File: config.mk
export PLATFORM = sky130hd
export DESIGN_NAME = mem_master
export DESIGN_NICKNAME = d
export VERILOG_FILES = /design/src/rtl/mem_master.sv
export SDC_FILE = /design/constraint.sdc
export NUM_CORES = 1
export LEC_CHECK = 0
export BUFFER_PORTS_ARGS = -buffer_cell sky130_fd_sc_hd__buf_2
export CORE_ASPECT_RATIO = 0.75
export CORE_MARGIN = 5
export CORE_UTILIZATION = 30
export DETAILED_ROUTE_END_ITERATION = 8
export GPL_TIMING_DRIVEN = 1
export SETUP_SLACK_MARGIN = 0.05
export SKIP_CTS_REPAIR_TIMING = 1
export SLEW_MARGIN = 25
export SYNTH_ARGS = -nofsm -noshare
export SYNTH_HDL_FRONTEND = slang
export SYNTH_SLANG_ARGS = --single-unit
File: constraint.sdc
create_clock -name clk_i -period 3.7 [get_ports clk_i]
set_input_delay 0.37 -clock clk_i [delete_from_list [all_inputs] [get_ports clk_i]]
set_output_delay 0.37 -clock clk_i [all_outputs]
set_load 0.05 [all_outputs]
File: src/rtl/mem_master.sv
// Burst memory master: moves len words between a valid/ready stream and a simple
// synchronous-write / combinational-read word memory, one word per cycle.
module mem_master #(
  parameter int DATA_WIDTH = 32,
  parameter int ADDR_WIDTH = 32,
  parameter int LEN_WIDTH  = 8
) (
  input  logic                  clk_i,
  input  logic                  rst_i,
  input  logic                  start_i,
  input  logic                  write_i,
  input  logic [ADDR_WIDTH-1:0] base_addr_i,
  input  logic [LEN_WIDTH-1:0]  len_i,
  output logic                  busy_o,
  output logic                  done_o,
  input  logic [DATA_WIDTH-1:0] wr_data_i,
  input  logic                  wr_valid_i,
  output logic                  wr_ready_o,
  output logic [DATA_WIDTH-1:0] rd_data_o,
  output logic                  rd_valid_o,
  input  logic                  rd_ready_i,
  output logic [ADDR_WIDTH-1:0] mem_addr_o,
  output logic [DATA_WIDTH-1:0] mem_data_o,
  output logic                  mem_pwrite_o,
  input  logic [DATA_WIDTH-1:0] mem_data_i
);

  typedef enum logic [2:0] {IDLE, WRITE, READ, DRAIN, DONE} state_t;

  state_t                state_q, state_d;
  logic [ADDR_WIDTH-1:0] base_q, base_d;
  logic [LEN_WIDTH-1:0]  len_q, len_d;
  logic [LEN_WIDTH-1:0]  cnt_q, cnt_d;
  logic [DATA_WIDTH-1:0] rd_data_q, rd_data_d;
  logic                  rd_valid_q, rd_valid_d;

  logic last_word;
  logic wr_accept;
  logic fetch;
  logic rd_handshake;

  // Only evaluated in WRITE/READ, where len_q is known to be non-zero.
  assign last_word    = (cnt_q == (len_q - LEN_WIDTH'(1)));
  assign wr_accept    = (state_q == WRITE) && wr_valid_i;
  assign rd_handshake = rd_valid_q && rd_ready_i;
  // The output register may be refilled when empty or when it drains this edge.
  assign fetch        = (state_q == READ) && (!rd_valid_q || rd_ready_i);

  assign busy_o       = (state_q != IDLE);
  assign done_o       = (state_q == DONE);
  assign wr_ready_o   = (state_q == WRITE);
  assign mem_pwrite_o = wr_accept;
  assign mem_data_o   = (state_q == WRITE) ? wr_data_i : '0;
  assign mem_addr_o   = base_q + ADDR_WIDTH'(cnt_q);
  assign rd_data_o    = rd_data_q;
  assign rd_valid_o   = rd_valid_q;

  always_ff @(posedge clk_i or posedge rst_i) begin
    if (rst_i) begin
      state_q    <= IDLE;
      base_q     <= '0;
      len_q      <= '0;
      cnt_q      <= '0;
      rd_data_q  <= '0;
      rd_valid_q <= 1'b0;
    end else begin
      state_q    <= state_d;
      base_q     <= base_d;
      len_q      <= len_d;
      cnt_q      <= cnt_d;
      rd_data_q  <= rd_data_d;
      rd_valid_q <= rd_valid_d;
    end
  end

  always_comb begin
    state_d    = state_q;
    base_d     = base_q;
    len_d      = len_q;
    cnt_d      = cnt_q;
    rd_data_d  = rd_data_q;
    rd_valid_d = rd_valid_q;
    unique case (state_q)
      IDLE: begin
        if (start_i) begin
          base_d = base_addr_i;
          len_d  = len_i;
          cnt_d  = '0;
          if (len_i == '0)  state_d = DONE;
          else if (write_i) state_d = WRITE;
          else              state_d = READ;
        end
      end
      WRITE: begin
        if (wr_accept) begin
          cnt_d = cnt_q + LEN_WIDTH'(1);
          if (last_word) state_d = DONE;
        end
      end
      READ: begin
        if (fetch) begin
          rd_data_d  = mem_data_i;
          rd_valid_d = 1'b1;
          cnt_d      = cnt_q + LEN_WIDTH'(1);
          if (last_word) state_d = DRAIN;
        end else if (rd_handshake) begin
          rd_valid_d = 1'b0;
        end
      end
      DRAIN: begin
        if (rd_handshake) begin
          rd_valid_d = 1'b0;
          state_d    = DONE;
        end
      end
      DONE: begin
        state_d = IDLE;
      end
      default: begin
        state_d = IDLE;
      end
    endcase
  end

endmodule
==> flow_metrics.py, run 1 <==
metrics = {
    "run_status": {
        "status": "finished, final reports clean",
    },
    "synthesis": {
        "ys_seq_area_share_pct": 44.8,
        "syn_area_um2": 4690,
        "synth_top_area_share_pct": 44.8,
        "synth-seq-cells": 84,
        "avgSynthCellArea_um2": 10.6,
        "syn_nets": 563,
        "synth_cells": 442,
        "ys_types": 52,
        "yosysTopAreaCell": "dfrtp_1",
        "yosys_warnings": 0,
        "yosys-top-cells-area": "dfrtp_1 45%, mux2_2 16%, and3_1 5.1%, xnor2_1 4.3%, xor2_1 3.5%",
    },
    "timing": {
        "rsz0062_at_grt": "yes",
        "fin_worst_skew_ns": 0.00548,
        "hold_viol_final": 0,
        "drv_slew": 0,
        "max_freq_mhz": 297,
        "tightest_slew_ns": 0.667,
        "fin_setup_tns_ns": 0,
        "finalCritPeriodShare_pct": 90.9,
        "period_needed_ns": 3.36,
        "slew_headroom_pct": 55.5,
        "setup_viol": 0,
    },
    "cells_and_area": {
        "area_growth_pct": 33.9,
        "final_common_cell": "buf_2",
        "layout_common_cells": "210 x buf_2, 84 x dfrtp_1, 66 x mux2_2, 38 x and3_1, 29 x nand2_1",
        "stdcell_count": 855,
        "drive_gt1_share_pct": 47.8,
        "n_antenna_cell": 0,
        "final_nets": 767,
    },
    "critical_path": {
        "crit_type": "reg -> out",
        "path_depth": 10,
        "r2r-end": "base_q[13]$_DFFE_PP0P_",
        "path_buf_inv": 2,
        "cpPeakStageDelay_ns": 0.46,
        "critPathMostFrequentCell": "o21ai_0",
        "rr_startpoint": "state_q[0]$_DFFE_PP0P_",
        "worstPathRequired_ns": 3.33,
        "rrSetupSlack_ns": 1.56,
        "end_kind": "primary output",
        "slowest_stage": "dfrtp_1",
        "critPathTopFamily": "compound AO/OA/AOI/OAI gates",
        "worst_r2r_path_depth": 5,
        "cp_cell_sequence": "ha_1 -> inv_1 -> fa_1 -> nor2b_1 -> o21ai_0 -> a21boi_1 -> o21ai_0 -> nor2_1 -> xor2_1 -> buf_2",
        "arrival_ns": 2.99,
        "worst_setup_path_start_kind": "register",
        "cp_max_fo": 6,
    },
    "clock_tree": {
        "numCtsBuffers": 9,
        "cts_tree": "yes",
        "clock_latency_ns": 0.35,
        "clk_path_buf_depth": 2,
        "root_buffer": "clkbuf_16",
        "h-tree-depth": 3,
        "cts.clk_slew.worst_paths_ns": 0.06,
        "clock-sinks": 84,
    },
    "route": {
        "vias_per_cell": 4.68,
        "routed_wl_um": 13000,
        "first_pass_iters": 4,
        "wl_per_cell_um": 15.2,
        "drc": 0,
        "routed-via-count": 4002,
        "drt-initial-drc-count": 176,
        "antenna_left": 0,
    },
    "grt": {
        "grt_pass1_vias": 4233,
        "grt_pass1_wl_um": 21700,
        "overflow": 0,
        "grt_usage_pct": 14.4,
        "grt_max_degree": 48,
        "antenna_found_initial": 4,
    },
    "floorplanning": {
        "die_h_um": 118,
        "fp.dieArea_um2": 18300,
        "rows": 39,
        "io-pin-count": 211,
        "initial_utilization_pct": 30.7,
        "core_area_um2": 15300,
        "die_w_um": 154,
    },
    "run": {
        "drv_cap": 0,
    },
    "placed_design": {
        "port_buffers": 210,
        "dpl.hpwl_um": 10200,
        "gp_congestion": 0.840,
        "dp.cells": 840,
    },
    "min_path": {
        "hold_path.class": "in -> async",
    },
}
## area by class of cell
type                            instances  area [um2]
Fill cell                            1496        8990
Multi-Input combinational cell        320        2420
Sequential cell                        84        2100
Timing Repair Buffer                  214        1080
Tap cell                              205         256
Clock buffer                           10         229
Clock inverter                          5         125
Inverter                               17        65.1
## kinds of logic after synthesis
logic type,synth area share (%)
AOI/OAI and AO/OA,7.39
adders and majority gates,3.09
DFF,44.8
buffers and inverters,3.81
xor gates and xnor gates,7.84
muxes,16.1
and+or+nand+nor,17.0
## stage by stage
stage / hold WS [ns] / util (%) / area [um2] / setup slack, ns
5_1_grt: 0.153 / 41.1 / 6280 / 0.0266
3_3_place_gp: 0.472 / 38.8 / 5920 / 0.714
2_1_floorplan: 0.487 / - / 4690 / 0.625
4_1_cts: 0.116 / 41.1 / 6280 / 0.204
3_5_place_dp: 0.490 / 38.8 / 5920 / 0.609
6_report: 0.0900 / 41.1 / 6280 / 0.337
## synthesized netlist by cell type (all sizes together)
library cell / instances
o21a: 3
nor2: 26
fa: 1
xnor2: 23
a31oi: 2
o22ai: 2
nor2b: 1
nor4: 5
clkbuf: 8
buf: 13
and2: 4
o21ai: 24
a22o: 1
a2111oi: 1
and3: 38
or2: 2
nor3: 7
dfrtp: 84
xor2: 19
and4: 1
o31ai: 2
a211oi: 1
a21oi: 4
a21o: 1
o21bai: 1
nand3b: 3
nand3: 19
nand2: 29
or4b: 1
or4: 1
nand4: 6
mux2: 66
inv: 17
o211ai: 2
nand2b: 5
a311oi: 2
mux2i: 1
a21boi: 1
or3: 1
o41a: 1
a211o: 2
ha: 10
o211a: 1
## state kept, by name, summed over array words and instances (netlist names)
name / flops
base_q: 32
len_q: 8
rd_valid_o: 1
cnt_q: 8
state_q: 3
rd_data_o: 32
## layer usage
| metal | up-vias | routed length [um] | global-route usage, % |
|---|---|---|---|
| met5 | - | 59 | 0 |
| met4 | 8 | 191 | 4.08 |
| met3 | 22 | 997 | 6.03 |
| met2 | 125 | 5990 | 22.6 |
| met1 | 1887 | 5760 | 18.4 |
| li1 | 1960 | - | - |
## worst max path at each step
stage / slack, ns / from / end
floorplan: 0.62 / cnt_q[0]$_DFFE_PP0P_ / mem_addr_o[28]
global placement: 0.71 / cnt_q[0]$_DFFE_PP0P_ / mem_addr_o[26]
detailed placement: 0.61 / cnt_q[0]$_DFFE_PP0P_ / mem_addr_o[26]
CTS: 0.20 / cnt_q[0]$_DFFE_PP0P_ / mem_addr_o[26]
global route: 0.03 / cnt_q[0]$_DFFE_PP0P_ / mem_addr_o[16]
finish: 0.34 / cnt_q[0]$_DFFE_PP0P_ / mem_addr_o[16]
Power of run 1 is not shown: default switching activity piles up to over one toggle a cycle in this logic, so the estimate is an artifact.
==> run 2: changes to the inputs <==
- REMOVE_ABC_BUFFERS: not set -> 1
==> run 2 against run 1 <==
Compared with the run above:
- critical path depth stayed put
- global-route usage is 0.19 points lower
- register-to-register slack worse by 0.02 ns
- cell count is 0.35% higher
- non-clock buffer count stayed put
- largest cell class unchanged
- die area stayed put
- first-iteration DRC count is 2.8% lower
- routed wire length is 0.79% higher
- via count is 0.42% higher
==> flow_metrics.py, run 2 (synthesis results as in run 1) <==
metrics = {
    "timing": {
        "period_needed_ns": 3.45,
        "fin_setup_tns_ns": 0,
        "finalCritPeriodShare_pct": 93.1,
        "tightest_slew_ns": 0.711,
        "hold_viol_final": 0,
        "max_freq_mhz": 290,
        "rsz0062_at_grt": "no",
        "fin_worst_skew_ns": 0.0113,
        "slew_headroom_pct": 52.6,
        "setup_viol": 0,
        "drv_slew": 0,
    },
    "critical_path": {
        "rr_startpoint": "state_q[0]$_DFFE_PP0P_",
        "crit_type": "reg -> out",
        "rrSetupSlack_ns": 1.54,
        "slowest_stage": "dfrtp_1",
        "worst_r2r_path_depth": 5,
        "cpPeakStageDelay_ns": 0.46,
        "worst_setup_path_start_kind": "register",
        "worstPathRequired_ns": 3.33,
        "cp_cell_sequence": "ha_1 -> inv_1 -> fa_1 -> nor2b_1 -> o21ai_0 -> a21boi_1 -> o21ai_1 -> nor3_1 -> xor2_1 -> buf_2",
        "r2r-end": "base_q[18]$_DFFE_PP0P_",
        "arrival_ns": 3.08,
        "cp_max_fo": 7,
        "end_kind": "primary output",
    },
    "grt": {
        "overflow": 0,
        "antenna_found_initial": 5,
        "grt_pass1_wl_um": 21400,
        "grt_max_degree": 59,
        "grt_usage_pct": 14.3,
        "grt_pass1_vias": 4232,
    },
    "route": {
        "first_pass_iters": 4,
        "drt-initial-drc-count": 171,
        "drc": 0,
        "routed-via-count": 4019,
        "routed_wl_um": 13100,
        "wl_per_cell_um": 15.3,
        "antenna_left": 0,
        "vias_per_cell": 4.68,
    },
    "cells_and_area": {
        "final_nets": 767,
        "drive_gt1_share_pct": 47.9,
        "area_growth_pct": 32.9,
        "fin_util_pct": 40.8,
        "fill_cells": 1499,
        "stdcell_count": 858,
        "final_common_cell": "buf_2",
        "layout_common_cells": "210 x buf_2, 84 x dfrtp_1, 66 x mux2_2, 38 x and3_1, 29 x nand2_1",
    },
    "floorplanning": {
        "rows": 39,
        "die_w_um": 154,
        "io-pin-count": 211,
        "initial_utilization_pct": 30.7,
        "fp.dieArea_um2": 18300,
        "core_area_um2": 15300,
        "die_h_um": 118,
    },
    "clock_tree": {
        "h-tree-depth": 3,
        "root_buffer": "clkbuf_16",
        "clk_path_buf_depth": 2,
        "cts.clk_slew.worst_paths_ns": 0.07,
        "numCtsBuffers": 9,
        "clock-sinks": 84,
        "clock_latency_ns": 0.34,
        "cts_tree": "yes",
    },
    "run": {
        "drv_cap": 0,
    },
    "run_status": {
        "status": "finished, final reports clean",
    },
    "placed_design": {
        "dp.cells": 840,
        "gp_congestion": 0.845,
        "dpl.hpwl_um": 10200,
        "port_buffers": 210,
    },
    "min_path": {
        "hold_path.class": "in -> async",
    },
}
run 2: per-layer routing:
layer	global-route usage (%)	vias to the layer above	routed length [um]
met4	3.81	6	174
li1	-	1975	-
met2	22.1	127	5860
met5	0	-	41
met3	5.74	19	1100
met1	18.6	1892	5930
run 2: worst max path at each step:
| stage | slack [ns] | start | cells after the start | endpoint |
|---|---|---|---|---|
| floorplan | 0.09 | state_q[0]$_DFFE_PP0P_ | 3 | base_q[0]$_DFFE_PP0P_ |
| global placement | 0.73 | cnt_q[0]$_DFFE_PP0P_ | 10 | mem_addr_o[26] |
| detailed placement | 0.62 | cnt_q[0]$_DFFE_PP0P_ | 10 | mem_addr_o[26] |
| CTS | 0.23 | cnt_q[0]$_DFFE_PP0P_ | 10 | mem_addr_o[26] |
| global route | 0.09 | cnt_q[0]$_DFFE_PP0P_ | 10 | mem_addr_o[30] |
| finish | 0.25 | cnt_q[0]$_DFFE_PP0P_ | 10 | mem_addr_o[26] |
run 2: layout make-up:
| cell class | count | area (um2) | area share [%] |
|---|---|---|---|
| Timing Repair Buffer | 214 | 1080 | 17.3 |
| Clock buffer | 9 | 225 | 3.61 |
| Clock inverter | 7 | 81.3 | 1.30 |
| Antenna cell | 2 | 5.00 | 0.0803 |
| Inverter | 17 | 66.3 | 1.06 |
| Sequential cell | 84 | 2100 | 33.7 |
| Multi-Input combinational cell | 320 | 2420 | 38.8 |
| Tap cell | 205 | 256 | 4.11 |
run 2: metrics by stage:
step	hold slack, ns	instance area [um2]	worst slack, ns
2_1_floorplan	0.487	4580	0.0921
3_3_place_gp	0.485	5920	0.726
3_5_place_dp	0.490	5920	0.624
4_1_cts	0.223	6230	0.232
5_1_grt	0.205	6240	0.0901
6_report	0.138	6240	0.255
run 2: worst max-delay path, delay by kind of cell, from the launching register on:
kind            cells  cell delay [ns]
compound gates      3             0.78
xor+xnor            1             0.17
fa+ha+maj           2             0.61
buf+inv             2             0.34
flops               1             0.46
simple gates        2             0.37
Power of run 2 is left out for the same reason.
==> run 3: changes to the inputs <==
==> constraint.sdc (replaced) <==
create_clock -name clk_i -period 3.7 [get_ports clk_i]
set_input_delay 0.37 -clock clk_i [delete_from_list [all_inputs] [get_ports clk_i]]
set_output_delay 0.37 -clock clk_i [all_outputs]
set_load 0.02 [all_outputs]
==> run 3 against run 2 <==
Compared with the run above:
- non-clock buffer count unchanged
- final area about the same
- register-to-register slack worse by 0.03 ns
- routed wire length down 1.2%
- cell count down 0.12%
- flip-flop and latch count unchanged
- global-route usage about the same
- hold slack worse by 0.025 ns
- via count up 0.40%
- setup slack better by 0.077 ns
- sequential share of layout area about the same
- critical endpoint unchanged
- highest routed layer unchanged
==> flow_metrics.py, run 3 (synthesis results as in run 1) <==
metrics = {
    "grt": {
        "grt_usage_pct": 14.2,
        "grt_pass1_vias": 4181,
        "overflow": 0,
        "grt_max_degree": 53,
        "grt_pass1_wl_um": 21300,
        "antenna_found_initial": 5,
    },
    "route": {
        "first_pass_iters": 4,
        "drt-initial-drc-count": 234,
        "routed-via-count": 4035,
        "routed_wl_um": 12900,
        "wl_per_cell_um": 15.1,
        "drc": 0,
        "vias_per_cell": 4.71,
        "antenna_left": 0,
    },
    "cells_and_area": {
        "area_growth_pct": 32.8,
        "stdcell_count": 857,
        "multiInputGateArea_um2": 2420,
        "fill_cells": 1480,
        "final_common_cell": "buf_2",
        "drive_gt1_share_pct": 47.9,
        "fin_util_pct": 40.8,
        "final_nets": 767,
        "layout_common_cells": "210 x buf_2, 84 x dfrtp_1, 66 x mux2_2, 38 x and3_1, 29 x nand2_1",
        "seq_area_um2": 2100,
    },
    "clock_tree": {
        "clock_latency_ns": 0.34,
        "cts_tree": "yes",
        "numCtsBuffers": 9,
        "h-tree-depth": 3,
        "root_buffer": "clkbuf_16",
        "clk_path_buf_depth": 2,
        "clock-sinks": 84,
        "cts.clk_slew.worst_paths_ns": 0.07,
    },
    "timing": {
        "whs_ns": 0.113,
        "rsz0062_at_grt": "no",
        "max_freq_mhz": 297,
        "hold_viol_final": 0,
        "drv_slew": 0,
        "slew_headroom_pct": 55.4,
        "fin_setup_tns_ns": 0,
        "period_needed_ns": 3.37,
        "tightest_slew_ns": 0.669,
        "finalCritPeriodShare_pct": 91.0,
        "fin_worst_skew_ns": 0.0106,
        "setup_viol": 0,
        "worst_slack_ns": 0.332,
    },
    "placed_design": {
        "dp_slack_ns": 0.722,
        "dpl.hpwl_um": 10000,
        "port_buffers": 210,
        "dp.cells": 840,
        "gp_congestion": 0.839,
    },
    "run_status": {
        "status": "finished, final reports clean",
    },
    "floorplanning": {
        "initial_utilization_pct": 30.7,
        "fp.dieArea_um2": 18300,
        "rows": 39,
        "die_h_um": 118,
        "io-pin-count": 211,
        "core_area_um2": 15300,
        "die_w_um": 154,
    },
    "run": {
        "drv_cap": 0,
    },
    "pwr": {
        "p_leak_nw": 3.14,
        "peakVddDrop_uv": 397,
        "power_density_nw_per_um2": 918,
    },
    "critical_path": {
        "cp_max_fo": 7,
        "end_kind": "primary output",
        "worstPathRequired_ns": 3.33,
        "r2r-end": "base_q[4]$_DFFE_PP0P_",
        "rrSetupSlack_ns": 1.51,
        "worst_r2r_path_depth": 5,
        "arrival_ns": 3.00,
        "rr_startpoint": "state_q[0]$_DFFE_PP0P_",
        "crit_type": "reg -> out",
        "worst_setup_path_start_kind": "register",
    },
    "min_path": {
        "hold_path.class": "in -> async",
    },
}
run 3: changes by cell type in the layout (fill, tap and decap cells not counted), sizes merged:
cell	delta
diode	-1
run 3: cell type report:
type / count / area share (%)
Clock inverter: 7 / 1.27
Multi-Input combinational cell: 320 / 38.8
Tap cell: 205 / 4.12
Sequential cell: 84 / 33.7
Timing Repair Buffer: 214 / 17.3
Antenna cell: 1 / 0.0402
Clock buffer: 9 / 3.61
Inverter: 17 / 1.06
run 3: worst max path at each step:
stage | to | from | slack (ns)
global placement | mem_addr_o[26] | cnt_q[0]$_DFFE_PP0P_ | 0.83
CTS | mem_addr_o[26] | cnt_q[0]$_DFFE_PP0P_ | 0.31
global route | mem_addr_o[30] | cnt_q[0]$_DFFE_PP0P_ | 0.09
detailed placement | mem_addr_o[26] | cnt_q[0]$_DFFE_PP0P_ | 0.72
finish | mem_addr_o[26] | cnt_q[0]$_DFFE_PP0P_ | 0.33
floorplan | base_q[0]$_DFFE_PP0P_ | state_q[0]$_DFFE_PP0P_ | 0.16
run 3: worst max-delay path, stage by stage (launching register included):
cell and delay, ns:
dfrtp_1 0.44, ha_1 0.21, inv_1 0.06, fa_1 0.39, nor2b_1 0.13, o21ai_0 0.11, a21boi_1 0.37, o21ai_1 0.31
nor3_1 0.27, xor2_1 0.18, buf_2 0.19
run 3: routing by layer:
metal	vias to the layer above	global-route usage [%]	wire (um)	part of all wire (%)
li1	1974	-	-	-
met1	1902	18.8	5760	44
met2	133	21.3	5760	45
met3	18	6.39	1210	9.3
met4	8	3.92	160	1.2
met5	-	0	58	0.45
run 3: power by group:
part	internal (mW)	total, mW	switching [mW]
Sequential	1.36	1.74	0.381
Combinational	1.27	3.05	1.79
Clock	0.533	0.932	0.399
Total	3.16	5.72	2.57
run 3: through the flow:
step                power (mW)  instance area (um2)
floorplan                 3.82                 4580
global placement          4.76                 5920
detailed placement        4.82                 5920
CTS                       5.80                 6230
global route              6.17                 6230
finish                    5.72                 6230
Note: power is estimated with default switching activity, not from simulation.
